### config.mk
export PLATFORM = sky130hd
export DESIGN_NAME = dmem_arbiter
export DESIGN_NICKNAME = d
export VERILOG_FILES = /design/src/rtl/dmem_arb_pkg.sv /design/src/rtl/dmem_arbiter_rd_return.sv /design/src/rtl/dmem_arbiter.sv
export SDC_FILE = /design/constraint.sdc
export NUM_CORES = 1
export LEC_CHECK = 0
export ABC_CLOCK_PERIOD_IN_PS = 2300
export CAP_MARGIN = 10
export CORE_ASPECT_RATIO = 1.75
export CORE_MARGIN = 10
export CORE_UTILIZATION = 35
export DETAILED_ROUTE_END_ITERATION = 6
export GPL_ROUTABILITY_DRIVEN = 0
export PLACE_DENSITY = 0.77
export SLEW_MARGIN = 25
export SYNTH_ARGS = -nofsm -noshare
export SYNTH_HDL_FRONTEND = slang
export SYNTH_SLANG_ARGS = --single-unit
### constraint.sdc
create_clock -name CLK -period 2.3 [get_ports CLK]
set_input_delay 0.46 -clock CLK [delete_from_list [all_inputs] [get_ports CLK]]
set_output_delay 0.46 -clock CLK [all_outputs]
set_load 0.05 [all_outputs]
### src/rtl/dmem_arb_pkg.sv
// Shared types and default widths for the data-memory arbiter.
package dmem_arb_pkg;

    localparam int unsigned AW_DEF       = 8;
    localparam int unsigned DW_DEF       = 8;
    localparam int unsigned MAX_LOCK_DEF = 16;
    localparam int unsigned CT_W         = 16;

    typedef enum logic {REQ_CORE = 1'b0, REQ_HOST = 1'b1} req_id_t;
    typedef enum logic {ARB_RR = 1'b0, ARB_LOCK = 1'b1} arb_state_t;

endpackage

### src/rtl/dmem_arbiter_rd_return.sv
// Per-requester load return: captures memory data on a load grant and pulses rvalid once.
module rd_return
    import dmem_arb_pkg::*;
#(
    parameter int unsigned DW = DW_DEF
) (
    input  logic          clk,
    input  logic          rst_n,
    input  logic          i_load,
    input  logic [DW-1:0] i_data,
    output logic          o_rvalid,
    output logic [DW-1:0] o_rdata
);

    logic          r_rvalid;
    logic [DW-1:0] r_rdata;

    // rdata holds until the next load of this requester
    always_ff @(posedge clk or negedge rst_n) begin
        if (!rst_n) begin
            r_rvalid <= 1'b0;
            r_rdata  <= '0;
        end else begin
            r_rvalid <= i_load;
            if (i_load) begin
                r_rdata <= i_data;
            end
        end
    end

    assign o_rvalid = r_rvalid;
    assign o_rdata  = r_rdata;

endmodule

### src/rtl/dmem_arbiter.sv
// Core/host arbiter for the single data_mem port: round-robin with bounded host burst lock.
// Optional conflict-cycle counter enabled by defining DMEM_ARB_PERF_EN.
module dmem_arbiter
    import dmem_arb_pkg::*;
#(
    parameter int unsigned AW       = AW_DEF,
    parameter int unsigned DW       = DW_DEF,
    parameter int unsigned MAX_LOCK = MAX_LOCK_DEF
) (
    input  logic            CLK,
    input  logic            reset_n,
    input  logic            core_req,
    input  logic            core_we,
    input  logic [AW-1:0]   core_addr,
    input  logic [DW-1:0]   core_wdata,
    output logic            core_gnt,
    output logic            core_rvalid,
    output logic [DW-1:0]   core_rdata,
    input  logic            host_req,
    input  logic            host_we,
    input  logic [AW-1:0]   host_addr,
    input  logic [DW-1:0]   host_wdata,
    input  logic            host_lock,
    output logic            host_gnt,
    output logic            host_rvalid,
    output logic [DW-1:0]   host_rdata,
    output logic [AW-1:0]   mem_addr,
    output logic            mem_we,
    output logic [DW-1:0]   mem_wdata,
    input  logic [DW-1:0]   mem_rdata,
    output logic [CT_W-1:0] conflict_ct
);

    localparam int unsigned    LW       = $clog2(MAX_LOCK + 1);
    localparam logic [LW-1:0]  LOCK_MAX = LW'(MAX_LOCK);

    arb_state_t    r_state;
    req_id_t       r_last_gnt;
    logic [LW-1:0] r_lock_cnt;

    logic w_lock_hold;
    logic w_core_gnt;
    logic w_host_gnt;

    // Grant decision: locked host burst wins unless the fairness slot is due
    always_comb begin
        w_lock_hold = (r_state == ARB_LOCK) && host_req && host_lock;
        w_core_gnt  = 1'b0;
        w_host_gnt  = 1'b0;
        if (w_lock_hold) begin
            if (core_req && (r_lock_cnt == LOCK_MAX)) begin
                w_core_gnt = 1'b1;
            end else begin
                w_host_gnt = 1'b1;
            end
        end else if (core_req && host_req) begin
            if (r_last_gnt == REQ_CORE) begin
                w_host_gnt = 1'b1;
            end else begin
                w_core_gnt = 1'b1;
            end
        end else begin
            w_core_gnt = core_req;
            w_host_gnt = host_req;
        end
    end

    always_comb begin
        mem_addr  = '0;
        mem_we    = 1'b0;
        mem_wdata = '0;
        if (w_core_gnt) begin
            mem_addr  = core_addr;
            mem_we    = core_we;
            mem_wdata = core_wdata;
        end else if (w_host_gnt) begin
            mem_addr  = host_addr;
            mem_we    = host_we;
            mem_wdata = host_wdata;
        end
    end

    assign core_gnt = w_core_gnt;
    assign host_gnt = w_host_gnt;

    always_ff @(posedge CLK or negedge reset_n) begin
        if (!reset_n) begin
            r_state    <= ARB_RR;
            r_last_gnt <= REQ_HOST;
            r_lock_cnt <= '0;
        end else begin
            if (w_core_gnt) begin
                r_last_gnt <= REQ_CORE;
            end else if (w_host_gnt) begin
                r_last_gnt <= REQ_HOST;
            end
            if (!(host_req && host_lock)) begin
                r_state    <= ARB_RR;
                r_lock_cnt <= '0;
            end else if (w_host_gnt) begin
                r_state <= ARB_LOCK;
                if (r_state == ARB_RR) begin
                    r_lock_cnt <= LW'(1);
                end else if (r_lock_cnt != LOCK_MAX) begin
                    r_lock_cnt <= r_lock_cnt + LW'(1);
                end
            end else if (w_core_gnt && (r_state == ARB_LOCK)) begin
                r_lock_cnt <= '0;
            end
        end
    end

    rd_return #(.DW(DW)) u_core_ret (
        .clk      (CLK),
        .rst_n    (reset_n),
        .i_load   (w_core_gnt && !core_we),
        .i_data   (mem_rdata),
        .o_rvalid (core_rvalid),
        .o_rdata  (core_rdata)
    );

    rd_return #(.DW(DW)) u_host_ret (
        .clk      (CLK),
        .rst_n    (reset_n),
        .i_load   (w_host_gnt && !host_we),
        .i_data   (mem_rdata),
        .o_rvalid (host_rvalid),
        .o_rdata  (host_rdata)
    );

`ifdef DMEM_ARB_PERF_EN
    logic [CT_W-1:0] r_conflict_ct;

    // Saturating count of cycles where both requesters ask at once
    always_ff @(posedge CLK or negedge reset_n) begin
        if (!reset_n) begin
            r_conflict_ct <= '0;
        end else if (core_req && host_req && (r_conflict_ct != '1)) begin
            r_conflict_ct <= r_conflict_ct + CT_W'(1);
        end
    end

    assign conflict_ct = r_conflict_ct;
`else
    assign conflict_ct = '0;
`endif

endmodule

==> impl_metrics.toml <==
[yosys]
seq_area_frac_synth_pct = 43.76
synth_area_leader_cell = "dfrtp_1"
synth_common_cells = "dfrtp_1, a22o_1, buf_4, mux2_2, mux2_4"
ys.flop_type = "dfrtp_1"
yosys_warnings = 0
synth_most_common_cell = "dfrtp_1"
synthCells = 123
synth.ff_latch_count = 25
syn_area_um2 = 1433
ys_types = 32
synth_top_cell_area_share_pct = 41.92
synth_edf_count = 0
postSynthAreaPerCell_um2 = 11.65
synth.area.top_cells = "dfrtp_1, a22o_1, buf_4"
synthArstFlopShare_pct = 100.0

[clocking]
max-clock-path-buffers = 2
cts_tree = "done"
cts.sinks = 25
numCtsBuffers = 3
cts_root_buffer = "clkbuf_8"
insertion_delay_ps = 260
htree_levels = 1
clk_pin_slew_ps = 90

[timing]
max_slew_margin_pct = 64.62
rsz0062_at_grt = "true"
fin_crit_ps = 2365
skew_ps = 5.634
worst_slack_ps = -65.11
min_period_over_period_pct = 102.8
setup_viol = 17
finalHoldWorstSlack_ps = 515.2
fmax_ghz = 0.4228
drv_slew = 0
hold_viol = 0
worst_slew_pin_slew_ps = 529.0

[worst_setup_path]
path_class = "register to output port"
start_kind = "register"
end_kind = "output port"
crit_path_start = "r_lock_cnt[1]$_DFFE_PN0P_"
cpPeakStageDelay_ps = 390
cp_max_fo = 19
cp_cell_sequence = "inv_1, ha_1, nand4bb_1, o221a_1, buf_12, a22o_2, buf_12"
worstPathArrival_ps = 1910
cp_common_cell = "buf_12"
reg2reg_slack_ps = 260
crit_required_ps = 1840
cpMaxStageDelayCell = "dfrtp_1"
r2r-start = "r_lock_cnt[1]$_DFFE_PN0P_"

[route]
wirelength_um = 5612
wl_per_cell_um = 20.11
num_vias = 1317
ant_nets = 0
vias_per_cell = 4.720
dr.pass1.iters = 4
drc = 0
drt_iter0_drc = 58

[status]
violations = "negative setup slack"
outcome = "complete, but fails checks"

[layout]
drive_above_1_share_pct = 36.36
antennaDiodeCount = 0
register_area_um2 = 626.9
multi_input_area_um2 = 768.2
area.growth.synth_to_final_pct = 94.06
nNetsFinal = 281
fill_cells = 282
final_area_um2 = 2780

[place]
place_ws_ps = -212.7
port_buffers = 83
dpl.hpwl_um = 4472
placed_area_um2 = 2569

[hold_path]
hold_class = "register to register"
hp-start = "u_core_ret.o_rdata[7]$_DFFE_PN0P_"

[global_route]
use_met1_pct = 16.18
use_met3_pct = 2.353
grt_pass1_wl_um = 8549
grt_max_degree = 26
grt_usage_pct = 15.57
grt_overflow = 0
antenna_found_initial = 0
grt_pass1_vias = 1468
use_met2_pct = 30.40
grt.busiest_layer = "met2"

[floorplan]
core_area_um2 = 3904
ios = 100
rows = 30
die_y_um = 104.6
die_width_um = 68.36
start_util_pct = 36.70
fp.dieArea_um2 = 7153

[power_and_ir_drop]
pwr-share-comb_pct = 56.0
seqPwrFrac_pct = 30.0
p_clk_share_pct = 14.0
p_int_w = 0.001068
ir_worst_vdd_mv = 0.5510
p_leak_nw = 1.244
total_power_w = 0.001800
p_switching_w = 0.0007321
p_per_area_nw_per_um2 = 647.5
switching_share_pct = 40.67

[job]
maxCapViolCount = 0
==> worst max-delay path: cells and delay by family (launching register included) <==
kind	cells	cell delay [ps]
AO/OA/AOI/OAI	2	600
adder cells (fa/ha/maj)	1	140
buffers and inverters	3	370
flip-flops	1	390
AND/OR/NAND/NOR	1	140
==> power by group through the flow <==
stage | sequential, W | clock (W) | combinational, W
2_1_floorplan | 0.000759 | 0 | 0.000350
3_3_place_gp | 0.000546 | 0 | 0.000968
3_5_place_dp | 0.000548 | 0 | 0.000978
4_1_cts | 0.000540 | 0.000263 | 0.00101
5_1_grt | 0.000548 | 0.000284 | 0.00104
6_report | 0.000540 | 0.000252 | 0.00101
==> cell type report <==
type                       count  area share, %
tap                           48          2.160
clock inverter                 1         0.1800
clock buffer                   3          1.485
sequential                    25          22.55
multi-input combinational     88          27.63
inverter                       3         0.4050
timing repair buffer         111          45.59
==> metal layers <==
metal  vias to the layer above  part of all wire [%]  wire length [µm]
met5                         -                     0                 0
met4                         0                   1.0                56
met3                         6                   3.3               186
met2                        43                    60              3355
met1                       636                    36              2014
li1                        632                     -                 -
==> placed cells by master (no fill, tap or decap), types with 8 or more instances in the layout <==
master / n
a22o_1: 8
buf_12: 21
buf_4: 22
clkdlybuf4s50_1: 61
conb_1: 16
dfrtp_1: 24
mux2_2: 8
mux2_4: 8
==> registers in the layout, summed over array words and instances, names as in the netlist <==
name / cells
r_last_gnt: 1
u_core_ret.o_rdata: 8
r_state: 1
u_host_ret.o_rvalid: 1
u_host_ret.o_rdata: 8
u_core_ret.o_rvalid: 1
r_lock_cnt: 5
==> stage by stage <==
step | util, % | instances | setup TNS [ps]
after global routing | 71.22 | 279 | -2772
after CTS | 69.55 | 273 | -663.7
after detailed placement | 65.80 | 263 | -3361
final | 71.22 | 279 | -860.3
after global placement | 65.80 | 263 | -3083
after floorplan | - | 138 | 0
==> worst paths after layout <==
path	endpoint	cells past startpoint
worst min register to register	u_core_ret.o_rdata[7]$_DFFE_PN0P_	1
worst min-delay path	u_core_ret.o_rdata[7]$_DFFE_PN0P_	1
worst max register to register	u_host_ret.o_rdata[0]$_DFFE_PN0P_	9
min in group asynchronous	u_core_ret.o_rdata[1]$_DFFE_PN0P_	2
worst max-delay path	mem_addr[0]	7
max in group asynchronous	r_last_gnt$_DFFE_PN1P_	2
==> cells by family after synthesis <==
kind of cell | synth area share [%]
compound gates | 15.28
flops | 43.76
buf+inv | 12.14
simple gates | 10.83
mux | 15.37
fa+ha+maj | 1.746
other cells | 0.2618
xor+xnor | 0.6115
==> timing repair <==
item | 4_1_cts | 5_1_grt
endpoints found under the hold margin | 0 | 0
resized for setup | 17 | 3
buffers inserted | 4 | 6
setup endpoints to repair | 18 | 19
cloned | 2 | 0
pin swaps | 2 | 2
hold buffers | 0 | 0
Power figures use the tool's default switching activity.
